### config.mk
export PLATFORM = sky130hd
export DESIGN_NAME = sseg_scan_decoder_flat
export DESIGN_NICKNAME = d
export VERILOG_FILES = /design/src/rtl/sseg_scan_decoder_if.sv /design/src/rtl/sseg_scan_decoder.sv /design/src/flat_wrapper.sv
export SDC_FILE = /design/constraint.sdc
export NUM_CORES = 1
export LEC_CHECK = 0
export BUFFER_PORTS_ARGS = -buffer_cell sky130_fd_sc_hd__buf_2
export CORE_ASPECT_RATIO = 1.4
export CORE_MARGIN = 3
export CORE_UTILIZATION = 35
export CTS_BUF_LIST = sky130_fd_sc_hd__clkbuf_16
export DETAILED_ROUTE_END_ITERATION = 12
export GPL_ROUTABILITY_DRIVEN = 0
export PLACE_DENSITY_LB_ADDON = 0.3
export SKIP_CTS_REPAIR_TIMING = 1
export SLEW_MARGIN = 0
export SYNTH_ARGS = -nofsm -noshare
export SYNTH_HDL_FRONTEND = slang
export SYNTH_SLANG_ARGS = --single-unit
export TNS_END_PERCENT = 5
### constraint.sdc
create_clock -name clk -period 2.85 [get_ports clk]
set_input_delay 0.57 -clock clk [delete_from_list [all_inputs] [get_ports clk]]
set_output_delay 0.57 -clock clk [all_outputs]
set_load 0.02 [all_outputs]
### src/rtl/sseg_scan_decoder_if.sv
// -----------------------------------------------------------------------------
// sseg_scan_decoder_if
//
// Purpose: bundles the multiplexed four-digit seven-segment display bus so that
// a display producer (master) and the scan decoder (slave) can be connected
// with a single port.
//
// Signals (all active-low, as seen on the display pins):
//   an   [3:0] : anode enables, an[0] selects digit 0 (rightmost)
//   sseg [6:0] : segment bus, {g,f,e,d,c,b,a}
//   dp         : decimal point
//
// Modports:
//   master : drives the bus (display driver, testbench)
//   slave  : observes the bus (sseg_scan_decoder)
// -----------------------------------------------------------------------------
interface sseg_scan_decoder_if;
   logic [3:0] an;
   logic [6:0] sseg;
   logic       dp;

   modport master (output an, output sseg, output dp);
   modport slave  (input  an, input  sseg, input  dp);
endinterface

### src/rtl/sseg_scan_decoder.sv
// -----------------------------------------------------------------------------
// sseg_scan_decoder
//
// Purpose: watches a multiplexed four-digit seven-segment bus and rebuilds the
// displayed digits as registered binary values, committing them once per
// complete scan frame. Intended for on-board self-check/readback and as a
// monitor for display-producing blocks.
//
// Parameters:
//   SETTLE  : cycles the anode code must remain stable before its segments are
//             sampled (minimum 1)
//   TIMEOUT : cycles without a digit capture before scan_lost asserts
//             (compared against a 16-bit saturating counter)
//
// Ports:
//   clk          : single clock, rising edge
//   R            : synchronous reset, active-low
//   bus          : display bus (an, sseg, dp), slave modport
//   digit0..3    : decoded digit values of the last committed frame
//   dp_out       : per-digit decimal point, active-high
//   blank        : per digit, all segments off
//   bad          : per digit, segment pattern not decodable
//   frame_valid  : one-cycle pulse when a new frame is committed
//   frame_change : one-cycle pulse with frame_valid when the committed frame
//                  differs from the previous one
//   err_an       : one-cycle pulse when an illegal anode code is observed
//   scan_lost    : level, the scan has stalled
//
// Build option:
//   SSEG_DEC_HEX_EN : when defined, the patterns for A-F decode as values
//                     10-15; when undefined they are reported as bad.
// -----------------------------------------------------------------------------
module sseg_scan_decoder #(
   parameter int SETTLE  = 4,
   parameter int TIMEOUT = 50000
) (
   input  logic               clk,
   input  logic               R,
   sseg_scan_decoder_if.slave bus,
   output logic [3:0]         digit0,
   output logic [3:0]         digit1,
   output logic [3:0]         digit2,
   output logic [3:0]         digit3,
   output logic [3:0]         dp_out,
   output logic [3:0]         blank,
   output logic [3:0]         bad,
   output logic               frame_valid,
   output logic               frame_change,
   output logic               err_an,
   output logic               scan_lost
);

   localparam int            CW        = $clog2(SETTLE + 1);
   localparam logic [CW-1:0] SETTLE_C  = CW'(SETTLE);
   localparam logic [CW-1:0] ONE_C     = CW'(1);
   localparam logic [15:0]   TIMEOUT_C = 16'(TIMEOUT);

   localparam logic [0:0] ST_COLLECT = 1'b0;
   localparam logic [0:0] ST_COMMIT  = 1'b1;

   // Exactly one anode driven (low).
   function automatic logic onehot_low(input logic [3:0] a);
      logic [3:0] n;
      n = ~a;
      return (n != 4'd0) && ((n & (n - 4'd1)) == 4'd0);
   endfunction

   // Two or more anodes driven at once.
   function automatic logic illegal_code(input logic [3:0] a);
      return (a != 4'hF) && !onehot_low(a);
   endfunction

   function automatic logic [CW-1:0] sat_inc_settle(input logic [CW-1:0] v);
      return (v == SETTLE_C) ? v : v + ONE_C;
   endfunction

   function automatic logic [15:0] sat_inc16(input logic [15:0] v);
      return (v == 16'hFFFF) ? v : v + 16'd1;
   endfunction

   // Result layout: {bad, blank, value[3:0]}.
   function automatic logic [5:0] decode_seg(input logic [6:0] s);
      logic [5:0] r;
      r = 6'b10_0000;
      case (s)
         7'h40: r = {2'b00, 4'd0};
         7'h79: r = {2'b00, 4'd1};
         7'h24: r = {2'b00, 4'd2};
         7'h30: r = {2'b00, 4'd3};
         7'h19: r = {2'b00, 4'd4};
         7'h12: r = {2'b00, 4'd5};
         7'h02: r = {2'b00, 4'd6};
         7'h78: r = {2'b00, 4'd7};
         7'h00: r = {2'b00, 4'd8};
         7'h10: r = {2'b00, 4'd9};
         7'h7F: r = 6'b01_0000;
`ifdef SSEG_DEC_HEX_EN
         7'h08: r = {2'b00, 4'd10};
         7'h03: r = {2'b00, 4'd11};
         7'h46: r = {2'b00, 4'd12};
         7'h21: r = {2'b00, 4'd13};
         7'h06: r = {2'b00, 4'd14};
         7'h0E: r = {2'b00, 4'd15};
`endif
         default: r = 6'b10_0000;
      endcase
      return r;
   endfunction

   // Input register
   logic [3:0]          an_q, an_d;
   logic [6:0]          sseg_q, sseg_d;
   logic                dp_q, dp_d;
   logic                chg_q, chg_d;

   // Dwell tracking, capture and frame assembly
   logic [CW-1:0]       cnt_q, cnt_d;
   logic [15:0]         to_cnt_q, to_cnt_d;
   logic                lost_q, lost_d;
   logic                err_q, err_d;
   logic [0:0]          state_q, state_d;
   logic [3:0]          mask_q, mask_d;
   logic [3:0][3:0]     stg_val_q, stg_val_d;
   logic [3:0]          stg_dp_q, stg_dp_d;
   logic [3:0]          stg_blank_q, stg_blank_d;
   logic [3:0]          stg_bad_q, stg_bad_d;

   // Committed frame
   logic [3:0][3:0]     dig_q, dig_d;
   logic [3:0]          dp_out_q, dp_out_d;
   logic [3:0]          blank_q, blank_d;
   logic [3:0]          bad_q, bad_d;
   logic                fv_q, fv_d;
   logic                fc_q, fc_d;

   logic                capture;
   logic [5:0]          dec;

   always_comb begin
      an_d   = bus.an;
      sseg_d = bus.sseg;
      dp_d   = bus.dp;

      // The stability counter restarts on the same edge that loads a new code
      // into an_q, so it reads k exactly k edges into the dwell and the capture
      // lands SETTLE edges after the code first appears in an_q.
      chg_d = (an_d != an_q);
      cnt_d = chg_d ? '0 : sat_inc_settle(cnt_q);

      // Fires only on the transition into SETTLE: one capture per dwell.
      capture = onehot_low(an_q) && (cnt_d == SETTLE_C) && (cnt_q != SETTLE_C);

      // chg_q marks the first cycle a code sits in an_q, so a held illegal
      // code pulses once; a change to another illegal code pulses again.
      err_d = chg_q && illegal_code(an_q);

      dec = decode_seg(sseg_q);

      stg_val_d   = stg_val_q;
      stg_dp_d    = stg_dp_q;
      stg_blank_d = stg_blank_q;
      stg_bad_d   = stg_bad_q;
      for (int i = 0; i < 4; i++) begin
         if (capture && !an_q[i]) begin
            stg_val_d[i]   = dec[3:0];
            stg_dp_d[i]    = ~dp_q;
            stg_blank_d[i] = dec[4];
            stg_bad_d[i]   = dec[5];
         end
      end

      to_cnt_d = capture ? '0 : sat_inc16(to_cnt_q);
      lost_d   = (to_cnt_d >= TIMEOUT_C);

      state_d  = state_q;
      mask_d   = mask_q;
      dig_d    = dig_q;
      dp_out_d = dp_out_q;
      blank_d  = blank_q;
      bad_d    = bad_q;
      fv_d     = 1'b0;
      fc_d     = 1'b0;

      case (state_q)
         ST_COLLECT: begin
            if (mask_q == 4'hF) state_d = ST_COMMIT;
         end
         ST_COMMIT: begin
            dig_d    = stg_val_q;
            dp_out_d = stg_dp_q;
            blank_d  = stg_blank_q;
            bad_d    = stg_bad_q;
            fv_d     = 1'b1;
            fc_d     = ({stg_val_q, stg_dp_q, stg_blank_q, stg_bad_q} !=
                        {dig_q, dp_out_q, blank_q, bad_q});
            mask_d   = '0;
            state_d  = ST_COLLECT;
         end
         default: state_d = ST_COLLECT;
      endcase

      // An illegal code throws away the partial frame. A capture landing in
      // the commit cycle is applied after the clear so it opens the next frame.
      if (err_d)   mask_d = '0;
      if (capture) mask_d = mask_d | ~an_q;
   end

   always_ff @(posedge clk) begin
      if (!R) begin
         an_q        <= 4'hF;
         sseg_q      <= 7'h7F;
         dp_q        <= 1'b1;
         chg_q       <= 1'b0;
         cnt_q       <= '0;
         to_cnt_q    <= '0;
         lost_q      <= 1'b0;
         err_q       <= 1'b0;
         state_q     <= ST_COLLECT;
         mask_q      <= '0;
         stg_val_q   <= '0;
         stg_dp_q    <= '0;
         stg_blank_q <= 4'hF;
         stg_bad_q   <= '0;
         dig_q       <= '0;
         dp_out_q    <= '0;
         blank_q     <= 4'hF;
         bad_q       <= '0;
         fv_q        <= 1'b0;
         fc_q        <= 1'b0;
      end else begin
         an_q        <= an_d;
         sseg_q      <= sseg_d;
         dp_q        <= dp_d;
         chg_q       <= chg_d;
         cnt_q       <= cnt_d;
         to_cnt_q    <= to_cnt_d;
         lost_q      <= lost_d;
         err_q       <= err_d;
         state_q     <= state_d;
         mask_q      <= mask_d;
         stg_val_q   <= stg_val_d;
         stg_dp_q    <= stg_dp_d;
         stg_blank_q <= stg_blank_d;
         stg_bad_q   <= stg_bad_d;
         dig_q       <= dig_d;
         dp_out_q    <= dp_out_d;
         blank_q     <= blank_d;
         bad_q       <= bad_d;
         fv_q        <= fv_d;
         fc_q        <= fc_d;
      end
   end

   assign digit0       = dig_q[0];
   assign digit1       = dig_q[1];
   assign digit2       = dig_q[2];
   assign digit3       = dig_q[3];
   assign dp_out       = dp_out_q;
   assign blank        = blank_q;
   assign bad          = bad_q;
   assign frame_valid  = fv_q;
   assign frame_change = fc_q;
   assign err_an       = err_q;
   assign scan_lost    = lost_q;

endmodule

### src/flat_wrapper.sv
// flat-port wrapper written by rule: the top's interface ports become plain ports
module sseg_scan_decoder_flat 
#(
   parameter int SETTLE  = 4,
   parameter int TIMEOUT = 50000
)
  (clk, R, digit0, digit1, digit2, digit3, dp_out, blank, bad, frame_valid, frame_change, err_an, scan_lost, bus_an, bus_sseg, bus_dp);
  sseg_scan_decoder_if bus_i ();
  input  logic clk;
  input  logic R;
  output logic [3:0] digit0;
  output logic [3:0] digit1;
  output logic [3:0] digit2;
  output logic [3:0] digit3;
  output logic [3:0] dp_out;
  output logic [3:0] blank;
  output logic [3:0] bad;
  output logic frame_valid;
  output logic frame_change;
  output logic err_an;
  output logic scan_lost;
  input wire logic [$bits(bus_i.an)-1:0] bus_an;
  input wire logic [$bits(bus_i.sseg)-1:0] bus_sseg;
  input wire logic [$bits(bus_i.dp)-1:0] bus_dp;
  assign bus_i.an = bus_an;
  assign bus_i.sseg = bus_sseg;
  assign bus_i.dp = bus_dp;
  sseg_scan_decoder #(.SETTLE(SETTLE), .TIMEOUT(TIMEOUT)) u_core (.clk(clk), .R(R), .bus(bus_i), .digit0(digit0), .digit1(digit1), .digit2(digit2), .digit3(digit3), .dp_out(dp_out), .blank(blank), .bad(bad), .frame_valid(frame_valid), .frame_change(frame_change), .err_an(err_an), .scan_lost(scan_lost));
endmodule
Word level (Yosys, flattened, before mapping)

Cells that the tools add are included.

Order comparisons: 1
Mux-type cells: 11
Bitwise operators: 5
Add/subtract/negate cells: 3
Equality and inequality tests: 18
Reduce and logical (&&, ||, !) cells: 18

Operators with widths:

| operator                                                   | count |
|---|---|
| one-hot mux 6 bit (11 select lines)                        | 1 |
| 2-to-1 mux 16 bit                                          | 2 |
| equality test 7 bit (second input constant)                | 4 |
| inequality test 28 bit                                     | 1 |
| equality test 7 x 5 -> 1 bit (second input constant)       | 3 |
| adder 16 x 1 -> 16 bit (second input constant)             | 1 |
| equality test 16 bit (second input constant)               | 1 |
| greater-or-equal comparator 16 bit (second input constant) | 1 |
| equality test 7 x 6 -> 1 bit (second input constant)       | 2 |
| 2-to-1 mux 4 bit                                           | 3 |
| logical AND 1 bit                                          | 9 |
| equality test 7 x 2 -> 1 bit (second input constant)       | 1 |
| logical NOT 7 bit                                          | 1 |
| equality test 3 bit (second input constant)                | 2 |
| 2-to-1 mux 3 bit                                           | 2 |
| logical NOT 1 bit                                          | 5 |
| AND 4 bit                                                  | 1 |
| equality test 4 bit (second input constant)                | 1 |
| logical NOT 4 bit                                          | 1 |
| inequality test 4 bit                                      | 1 |
| inequality test 4 bit (second input constant)              | 1 |
| NOT 4 bit                                                  | 1 |
| OR 4 bit                                                   | 1 |
| nonzero test 4 bit                                         | 1 |
| other kinds (7)                                            | 9 |

Output and inout port bits: 32
Flip-flop bits (word level): 97
Input bits: 14

Logic depth before layout (Yosys ltp)

Gate-level depths: netlist of run 1.

Word-level depth: 11
Gate-level depth with buffers: 9
Gate-level depth less buffers: 8

Worst setup path after synthesis of run 1

Ideal clock, no wire load.

Path type: input to register
Start point: in bus_an[0]
End point: reg u_core.stg_blank_q[0]
Slack: 0.777 ns
Cell stages on the path: 7
Setup time: 0.129 ns
Arrival: 1.943 ns
Path through: xnor2_1 -> nand4_1 -> or4_1 -> buf_6 -> nor2_8 -> mux2i_1 -> nand2_1

Longest elaborated chain between the ends: 6

RTL lines:

| what                            | line                     | text |
|---|---|---|
| from (decl)                     | flat_wrapper.sv:22       | `input wire logic [$bits(bus_i.an)-1:0] bus_an;` |
| inequality test 4 bit           | sseg_scan_decoder.sv:147 | `chg_d = (an_d != an_q);` |
| 2-to-1 mux 3 bit                | sseg_scan_decoder.sv:148 | `cnt_d = chg_d ? '0 : sat_inc_settle(cnt_q);` |
| equality test 3 bit             | sseg_scan_decoder.sv:151 | `capture = onehot_low(an_q) && (cnt_d == SETTLE_C) && (cnt_q != SETTLE_C);` |
| logical AND 1 bit (2 in series) | sseg_scan_decoder.sv:151 |  |
| logical AND 1 bit               | sseg_scan_decoder.sv:164 | `if (capture && !an_q[i]) begin` |
| to (signal assigned)            | sseg_scan_decoder.sv:243 | `stg_blank_q <= stg_blank_d;` |
| to (decl)                       | sseg_scan_decoder.sv:125 | `logic [3:0] stg_blank_q, stg_blank_d;` |

Every way passes these cells.
A chain may end at the register's enable or synchronous reset.

Worst setup path in the final report of run 1

Start point: reg u_core.an_q[3]
End point: reg u_core.stg_blank_q[1]

Longest elaborated chain between the ends: 8
Elaborated cells between the ends (all ways): 12

RTL lines:

| what                                | line                     | text |
|---|---|---|
| from (decl)                         | sseg_scan_decoder.sv:111 | `logic [3:0] an_q, an_d;` |
| from (signal assigned)              | sseg_scan_decoder.sv:231 | `an_q <= an_d;` |
| NOT 4 bit                           | sseg_scan_decoder.sv:64  | `n = ~a;` |
| subtractor 4 x 1 -> 4 bit           | sseg_scan_decoder.sv:65  | `return (n != 4'd0) && ((n & (n - 4'd1)) == 4'd0);` |
| AND 4 bit                           | sseg_scan_decoder.sv:65  |  |
| logical NOT 4 bit                   | sseg_scan_decoder.sv:65  |  |
| logical AND 1 bit                   | sseg_scan_decoder.sv:65  |  |
| logical AND 1 bit (*) (2 in series) | sseg_scan_decoder.sv:151 |  |
| logical AND 1 bit (*)               | sseg_scan_decoder.sv:164 |  |

Every way passes the cells marked *; elsewhere a longest branch is shown, timed or not.

==> flow_summary.yaml, run 1 <==
synth:
  post-synth-top-area-cell: "dfxtp_1"
  cell_count_after_synthesis: 447
  postSynthRegisterBits: 97
  synth_top_flop_cell: "dfxtp_1"
  mappedNetlistNets: 464
  post_synth_num_cell_types: 45
  ys_warn_count: 0
  synth_async_sr_flop_share: 0
  yosys-top-cells-area: "dfxtp_1, mux2i_1, xnor2_1"
  avgSynthCellArea_um2: 9.80
  count_of_flip_flops_with_a_built_in_enable_after_synthesis: 0
  yosysSeqAreaShare: 0.443
  netlist_area_mm2: 0.00438
  yosys.area.top_type_share: 0.443
pwr:
  cell_internal_pwr_w: 0.00208
  power_per_cell_area_mw_per_mm2: 525
  switching_share: 0.218
  p_sw_w: 0.000581
  power_share_of_the_combinational_group: 0.033
  power.leakage_nw: 1.85
  seqPwrFrac: 0.525
  vdd.ir_drop.worst_v: 0.000285
  p_clk_frac: 0.443
setup_path:
  peak_fanout_along_the_critical_path: 9
  critPathRequiredTime_ns: 3.07
  worst_setup_end_kind: "flop"
  critPathKind: "flop to flop"
  timing.critical_path.arrival_ns: 2.53
  start_kind: "flop"
  critical_path.slowest_cell: "or4_1"
  crit_path_max_incr_delay_ns: 0.55
  crit_path_cell_trace: "maj3_1 -> a21oi_2 -> or4_1 -> buf_4 -> nor2_8 -> mux2i_1 -> nand2_1"
cts:
  number_of_h_tree_levels: 3
  cts_tree: "built"
  worst_skew_pair.late_latency_ns: 0.34
  clkTransAtPathRegs_ns: 0.07
  clk_root_buffer_cell: "clkbuf_16"
  max-clock-path-buffers: 2
  inserted_clock_buffers: 9
  cts_sinks: 97
cells_and_area:
  reg.largest.list: "u_core.stg_val_q: 16 flops, u_core.to_cnt_q: 16 flops, u_core.sseg_q: 7 flops"
  layout_cell_share_with_drive_strength_beyond_1: 0.149
  n_antenna_cell: 0
  layout-area-overhead-vs-synth_pct: 15.8
  design.final.nets: 507
  finished_cell_area_mm2: 0.00507
sta:
  min_period_ns: 2.31
  totalNegativeSetupSlack_ns: 0
  setup_viol: 0
  final_number_of_hold_violating_endpoints: 0
  relSlewSlack: 0.452
  rsz0062_at_grt: "false"
  max_freq_ghz: 0.433
  finClkSkew_ns: 0.00594
  timing_max_transition_violations_final: 0
  timing.final.crit_share: 0.810
  tightestPinTransition_ns: 0.814
  post_route_worst_setup_slack_ns: 0.542
drt:
  via_per_inst: 5.05
  wl_per_cell_um: 14.2
  detail_route.drc_violations: 0
  drt-pass1-iter-count: 4
  routed-via-count: 3244
  postRouteAntennaNets: 0
  drt_iter0_markers: 116
  totalWireLength_um: 9120
placement:
  port-buffer-count: 45
  dpl_cell_area_mm2: 0.00479
  hpwlAfterDp_um: 6680
  detailedPlace.worstSlack_ns: 0.408
die:
  floorplan.initialDensity: 0.363
  die_h_um: 138
  std_cell_rows: 47
  floorplan.core_area_mm2: 0.0121
  die-width_um: 101
  die_area_mm2: 0.0139
  top_level_ports: 46
global_route:
  grt_antenna_before_repair: 0
  grt_start_max_net_pins: 62
  global_route_wire_length_before_repair_um: 15600
  grt_pass1_vias: 3117
  grt-ovfl-total: 0
  gr_usage_total: 0.139
outcome:
  status: "complete, no violations"
worst_hold_path:
  min_path_type: "input pin to flop"
run:
  timing.max_cap.violations: 0
==> placed cells by master, fill, tap and decap left out, types with 4 or more instances in the layout <==
cell type and n:
a21oi_1 11, and3_1 6, buf_2 45, buf_4 4
clkbuf_16 9, dfxtp_1 97, inv_1 6, mux2i_1 54
nand2_1 20, nand2b_1 14, nand3_1 12, nand4_1 15
nor2_1 22, nor2_8 4, nor2b_1 54, nor3_1 9
nor4_1 5, o21a_1 5, o21ai_0 7, xnor2_1 41
==> cell usage after synthesis, types with 2 or more instances <==
| cell | count |
|---|---|
| xnor2_1 | 41 |
| nand4_1 | 15 |
| nor2_1 | 22 |
| and2_1 | 2 |
| buf_1 | 2 |
| o21ai_0 | 7 |
| o31ai_1 | 2 |
| o41ai_1 | 2 |
| o211ai_1 | 3 |
| xor2_1 | 2 |
| nor3_1 | 9 |
| nand3_1 | 12 |
| and3_1 | 6 |
| clkbuf_1 | 15 |
| nand4b_1 | 3 |
| nand3b_1 | 2 |
| nor2b_1 | 54 |
| a21oi_1 | 11 |
| nor4_1 | 5 |
| nor3b_1 | 2 |
| or2_2 | 3 |
| a21boi_0 | 3 |
| ha_1 | 3 |
| and4_1 | 3 |
| inv_1 | 6 |
| nand2_1 | 20 |
| o21a_1 | 5 |
| nand2b_1 | 14 |
| dfxtp_1 | 97 |
| nor2_8 | 4 |
| a31oi_1 | 3 |
| or4_1 | 3 |
| mux2i_1 | 54 |
==> stage by stage <==
step                cells  hold WS, ns  total power, W  utilization
CTS                   642        0.403         0.00269        0.421
detailed placement    626        0.448         0.00152        0.397
global placement      626        0.448         0.00151        0.397
floorplan             447        0.425         0.00148            -
global route          642        0.405         0.00277        0.421
finish                642        0.414         0.00266        0.421
==> metal layers <==
layer | vias up | global-route usage | wire [um]
li1 | 1633 | - | -
met1 | 1549 | 0.165 | 3900
met2 | 53 | 0.244 | 4810
met3 | 9 | 0.0287 | 273
met4 | 0 | 0.0468 | 130
met5 | - | 0 | 0
==> worst max-delay path: cells and delay by family, from the launching register on <==
family / cells / cell delay [ns]
adder cells (fa/ha/maj): 1 / 0.26
AO/OA/AOI/OAI: 1 / 0.10
buffers and inverters: 1 / 0.23
flip-flops: 1 / 0.54
multiplexers: 1 / 0.21
AND/OR/NAND/NOR: 3 / 0.83
==> logic make-up after synthesis <==
kind of cell	count (synthesis)	synth area share
simple gates	182	0.249
flops	97	0.443
mux	54	0.123
xor+xnor	43	0.0860
compound gates	42	0.0634
buf+inv	25	0.0234
fa+ha+maj	4	0.0109
==> power groups by stage <==
stage	combinational, W	sequential (W)	clock, W
2_1_floorplan	0.0000674	0.00142	0
3_3_place_gp	0.0000866	0.00143	0
3_5_place_dp	0.0000884	0.00143	0
4_1_cts	0.0000887	0.00140	0.00120
5_1_grt	0.0000985	0.00140	0.00127
6_report	0.0000871	0.00140	0.00118
==> final timing paths <==
| check | start | to | slack (ns) | depth (start not counted) |
|---|---|---|---|---|
| hold / removal | bus_sseg[3] | u_core.sseg_q[3]$_SDFF_PN1_ | 0.41 | 2 |
| setup / recovery | u_core.an_q[3]$_SDFF_PN1_ | u_core.stg_blank_q[1]$_SDFFE_PN1P_ | 0.54 | 7 |
| setup reg to reg | u_core.an_q[3]$_SDFF_PN1_ | u_core.stg_blank_q[1]$_SDFFE_PN1P_ | 0.54 | 7 |
| hold reg to reg | u_core.mask_q[1]$_SDFF_PN0_ | u_core.state_q$_SDFF_PP0_ | 0.46 | 2 |
==> layout make-up <==
| cell class | instances | area [um^2] |
|---|---|---|
| fillers | 1182 | 6980 |
| multi-input cells | 325 | 2340 |
| flip-flops and latches | 97 | 1940 |
| repair buffers | 51 | 295 |
| clock buffers | 9 | 225 |
| well taps | 147 | 184 |
| clock inverters | 7 | 61.3 |
| inverters | 6 | 22.5 |
(Power assumes the default switching activity.)
==> run 2: changes to the inputs <==
==> constraint.sdc (replaced) <==
create_clock -name clk -period 2 [get_ports clk]
set_input_delay 0.4 -clock clk [delete_from_list [all_inputs] [get_ports clk]]
set_output_delay 0.4 -clock clk [all_outputs]
set_load 0.02 [all_outputs]
==> flow_summary.yaml, run 2 (synthesis gave the netlist of run 1 again) <==
outcome:
  failed_checks: "negative setup slack"
  status: "finished with violations"
drt:
  postRouteAntennaNets: 0
  drt-pass1-iter-count: 4
  detail_route.drc_violations: 0
  drt_iter0_markers: 111
  totalWireLength_um: 9600
  routed-via-count: 3332
  wl_per_cell_um: 14.4
  via_per_inst: 4.99
sta:
  finClkSkew_ns: 0.00571
  totalNegativeSetupSlack_ns: -0.271
  min_period_ns: 2.07
  relSlewSlack: 0.654
  max_freq_ghz: 0.483
  timing_max_transition_violations_final: 0
  final_number_of_hold_violating_endpoints: 0
  timing.final.crit_share: 1.04
  post_route_worst_setup_slack_ns: -0.0711
  setup_viol: 13
  tightestPinTransition_ns: 0.519
  rsz0062_at_grt: "true"
global_route:
  grt_start_max_net_pins: 36
  grt-ovfl-total: 0
  gr_usage_total: 0.144
  grt_antenna_before_repair: 0
  grt_pass1_vias: 3247
  global_route_wire_length_before_repair_um: 16000
die:
  die-width_um: 101
  die_h_um: 138
  floorplan.initialDensity: 0.363
  floorplan.core_area_mm2: 0.0121
  top_level_ports: 46
  die_area_mm2: 0.0139
  std_cell_rows: 47
placement:
  port-buffer-count: 45
  hpwlAfterDp_um: 6980
cells_and_area:
  layout-area-overhead-vs-synth_pct: 22.3
  final_common_cell: "dfxtp_1"
  layout.cells.most_common_list: "dfxtp_1, mux2i_1, nor2b_1"
  reg.largest.list: "u_core.stg_val_q: 16 flops, u_core.to_cnt_q: 16 flops, u_core.sseg_q: 7 flops"
  n_antenna_cell: 0
  design.final.nets: 533
  layout_cell_share_with_drive_strength_beyond_1: 0.236
cts:
  number_of_h_tree_levels: 3
  max-clock-path-buffers: 2
  cts_sinks: 97
  cts_tree: "built"
  inserted_clock_buffers: 9
  clk_root_buffer_cell: "clkbuf_16"
  worst_skew_pair.late_latency_ns: 0.34
  clkTransAtPathRegs_ns: 0.07
pwr:
  power_per_cell_area_mw_per_mm2: 744
  vdd.ir_drop.worst_v: 0.000490
  power.total_w: 0.00398
  power.leakage_nw: 2.02
worst_hold_path:
  min_path_type: "input pin to flop"
setup_path:
  critPathKind: "flop to flop"
  worst_setup_end_kind: "flop"
  peak_fanout_along_the_critical_path: 8
  timing.critical_path.arrival_ns: 2.30
  start_kind: "flop"
  critPathRequiredTime_ns: 2.23
run:
  timing.max_cap.violations: 0
-- run 2: layout make-up --
class	instances	area (um^2)
tap	147	184
multi-input combinational	325	2410
clock inverter	7	93.8
timing repair buffer	77	465
clock buffer	9	225
inverter	6	22.5
fill	1173	6700
sequential	97	1950
-- run 2: power breakdown --
| part | internal, W | switching [W] |
|---|---|---|
| clock network | 0.00110 | 0.000748 |
| registers | 0.00195 | 0.0000310 |
| logic | 0.0000799 | 0.0000765 |
-- run 2: routing by layer --
metal	vias to the layer above	share of wire	track usage	routed length (um)
li1	1683	-	-	-
met1	1572	0.43	0.175	4100
met2	64	0.52	0.246	4960
met3	13	0.037	0.0287	359
met4	0	0.019	0.0582	185
met5	-	0	0	0
-- run 2: worst max-delay path, cell delays in order, from the launching register on --
cell and delay, ns:
dfxtp_2 0.35, inv_2 0.04, ha_4 0.15, nor3b_2 0.19
o2bb2ai_2 0.08, or4_4 0.56, nor2_8 0.24, mux2i_1 0.25
nor2b_1 0.08
-- run 2: through the flow --
stage | instances | setup WS (ns) | utilization | hold WS (ns) | area (um^2)
2_1_floorplan | 447 | 0.0160 | - | 0.425 | 4410
3_3_place_gp | 651 | -0.163 | 0.412 | 0.434 | 4970
3_5_place_dp | 651 | -0.179 | 0.412 | 0.434 | 4970
4_1_cts | 667 | -0.198 | 0.439 | 0.218 | 5290
5_1_grt | 668 | -0.153 | 0.444 | 0.220 | 5350
6_report | 668 | -0.0711 | 0.444 | 0.233 | 5350
-- run 2: path summary, 6_finish.rpt --
kind,start,to,slack [ns],cells past startpoint
min,bus_sseg[3],u_core.sseg_q[3]$_SDFF_PN1_,0.23,2
max,u_core.cnt_q[0]$_SDFF_PN0_,u_core.stg_bad_q[2]$_SDFFE_PN0P_,-0.07,8
max reg2reg,u_core.cnt_q[0]$_SDFF_PN0_,u_core.stg_bad_q[2]$_SDFFE_PN0P_,-0.07,8
min reg2reg,u_core.mask_q[1]$_SDFF_PN0_,u_core.state_q$_SDFF_PP0_,0.44,2
==> run 3: changes to the inputs <==
--- a/config.mk
+++ b/config.mk
@@ -7,12 +7,12 @@
 export LEC_CHECK = 0
 export BUFFER_PORTS_ARGS = -buffer_cell sky130_fd_sc_hd__buf_2
 export CORE_ASPECT_RATIO = 1.4
-export CORE_MARGIN = 3
+export CORE_MARGIN = 5
 export CORE_UTILIZATION = 35
 export CTS_BUF_LIST = sky130_fd_sc_hd__clkbuf_16
 export DETAILED_ROUTE_END_ITERATION = 12
 export GPL_ROUTABILITY_DRIVEN = 0
-export PLACE_DENSITY_LB_ADDON = 0.3
+export PLACE_DENSITY_LB_ADDON = 0.15
 export SKIP_CTS_REPAIR_TIMING = 1
 export SLEW_MARGIN = 0
 export SYNTH_ARGS = -nofsm -noshare
==> flow_summary.yaml, run 3 (synthesis gave the netlist of run 1 again) <==
sta:
  post_route_worst_setup_slack_ns: -0.185
  finClkSkew_ns: 0.00892
  rsz0062_at_grt: "true"
  max_freq_ghz: 0.458
  totalNegativeSetupSlack_ns: -3.82
  min_period_ns: 2.19
  relSlewSlack: 0.642
  setup_viol: 30
  tightestPinTransition_ns: 0.537
  timing_max_transition_violations_final: 0
  timing.final.crit_share: 1.09
  final_number_of_hold_violating_endpoints: 0
cts:
  inserted_clock_buffers: 9
  cts_tree: "built"
  number_of_h_tree_levels: 3
  clkTransAtPathRegs_ns: 0.07
  worst_skew_pair.late_latency_ns: 0.34
  cts_sinks: 97
  clk_root_buffer_cell: "clkbuf_16"
  max-clock-path-buffers: 2
pwr:
  cell_internal_pwr_w: 0.00289
  p_sw_w: 0.000884
  seqPwrFrac: 0.526
  power.leakage_nw: 2.00
  power_share_of_the_combinational_group: 0.043
  vdd.ir_drop.worst_v: 0.000345
  power_per_cell_area_mw_per_mm2: 708
  p_clk_frac: 0.431
  switching_share: 0.234
outcome:
  failed_checks: "negative setup slack"
  status: "finished with violations"
drt:
  detail_route.drc_violations: 0
  via_per_inst: 4.94
  drt_iter0_markers: 137
  postRouteAntennaNets: 0
  routed-via-count: 3322
  totalWireLength_um: 9970
  drt-pass1-iter-count: 4
  wl_per_cell_um: 14.8
global_route:
  grt_pass1_vias: 3256
  grt_start_max_net_pins: 79
  global_route_wire_length_before_repair_um: 16300
  grt_antenna_before_repair: 0
  gr_usage_total: 0.136
  grt-ovfl-total: 0
cells_and_area:
  reg.largest.list: "u_core.stg_val_q: 16 flops, u_core.to_cnt_q: 16 flops, u_core.sseg_q: 7 flops"
  final_common_cell: "dfxtp_1"
  layout_cell_share_with_drive_strength_beyond_1: 0.229
  n_antenna_cell: 0
  layout-area-overhead-vs-synth_pct: 21.5
  design.final.nets: 535
  layout.cells.most_common_list: "dfxtp_1, nor2b_1, mux2i_1"
  nFillCells: 1225
  finished_cell_area_mm2: 0.00532
setup_path:
  crit-reg2reg-launch: "u_core.cnt_q[0]$_SDFF_PN0_"
  start_kind: "flop"
  worstReg2RegEnd: "u_core.stg_bad_q[2]$_SDFFE_PN0P_"
  critPathRequiredTime_ns: 2.24
  worst_setup_end_kind: "flop"
  crit_path_cell_trace: "inv_2 -> ha_4 -> nor3b_2 -> o2bb2ai_2 -> or4_4 -> nor2_8 -> mux2i_1 -> nor2b_1"
  peak_fanout_along_the_critical_path: 8
  critical_path.slowest_cell: "or4_4"
  worst-r2r-cell-count: 8
  timing.critical_path.arrival_ns: 2.42
  regToRegSetupSlack_ns: -0.19
  crit_path_max_incr_delay_ns: 0.66
  critPathKind: "flop to flop"
worst_hold_path:
  worstHoldEndpoint: "u_core.sseg_q[5]$_SDFF_PN1_"
  number_of_instances_on_the_worst_hold_path: 2
  min_path_type: "input pin to flop"
  min-delay-start: "bus_sseg[5]"
placement:
  port-buffer-count: 45
  detailedPlace.worstSlack_ns: -0.251
  dpl_cell_area_mm2: 0.00499
  hpwlAfterDp_um: 7180
run:
  timing.max_cap.violations: 0
die:
  floorplan.initialDensity: 0.356
  floorplan.core_area_mm2: 0.0123
  die-width_um: 105
  top_level_ports: 46
  die_area_mm2: 0.0149
  std_cell_rows: 48
  die_h_um: 142
run 3: worst max-delay path by stage:
stage	startpoint	end	cells after the start
floorplan	u_core.cnt_q[0]$_SDFF_PN0_	u_core.stg_blank_q[0]$_SDFFE_PN1P_	9
global placement	bus_an[0]	u_core.stg_blank_q[0]$_SDFFE_PN1P_	7
detailed placement	bus_an[0]	u_core.stg_val_q[0]$_SDFFE_PN0P_	7
CTS	u_core.cnt_q[1]$_SDFF_PN0_	u_core.stg_val_q[0]$_SDFFE_PN0P_	8
global route	u_core.cnt_q[0]$_SDFF_PN0_	u_core.stg_val_q[10]$_SDFFE_PN0P_	8
finish	u_core.cnt_q[0]$_SDFF_PN0_	u_core.stg_bad_q[2]$_SDFFE_PN0P_	8
run 3: metal layers:
metal  share of wire  global-route usage  vias up
li1                -                   -     1693
met1            0.46               0.167     1562
met2            0.50               0.234       53
met3           0.028              0.0272       14
met4           0.018              0.0512        0
met5               0                   0        -
run 3: worst max-delay path, delay by kind of cell, from the launching register on:
family	cells	cell delay [ns]
buffers and inverters	1	0.05
flip-flops	1	0.35
adder cells (fa/ha/maj)	1	0.16
multiplexers	1	0.23
AO/OA/AOI/OAI	1	0.10
AND/OR/NAND/NOR	4	1.19
run 3: per-stage QoR:
step           power, W  utilization  hold slack (ns)  cells
6_report        0.00377        0.432            0.236    673
5_1_grt         0.00394        0.432            0.231    673
4_1_cts         0.00383        0.428            0.219    671
3_5_place_dp    0.00219        0.406            0.445    655
3_3_place_gp    0.00219        0.406            0.436    655
2_1_floorplan   0.00212            -            0.425    447
run 3: final cells by class:
type / count / area, um^2 / area share
Inverter: 6 / 22.5 / 0.00423
Multi-Input combinational cell: 326 / 2400 / 0.450
Tap cell: 150 / 188 / 0.0353
Clock buffer: 9 / 225 / 0.0423
Sequential cell: 97 / 1950 / 0.367
Timing Repair Buffer: 78 / 485 / 0.0912
Clock inverter: 7 / 53.8 / 0.0101
run 3: power groups by stage:
| stage | Sequential (W) | Clock [W] | Combinational (W) |
|---|---|---|---|
| after floorplan | 0.00202 | 0 | 0.0000967 |
| after global placement | 0.00202 | 0 | 0.000163 |
| after detailed placement | 0.00203 | 0 | 0.000163 |
| after CTS | 0.00198 | 0.00169 | 0.000164 |
| after global routing | 0.00199 | 0.00177 | 0.000181 |
| final | 0.00198 | 0.00162 | 0.000163 |
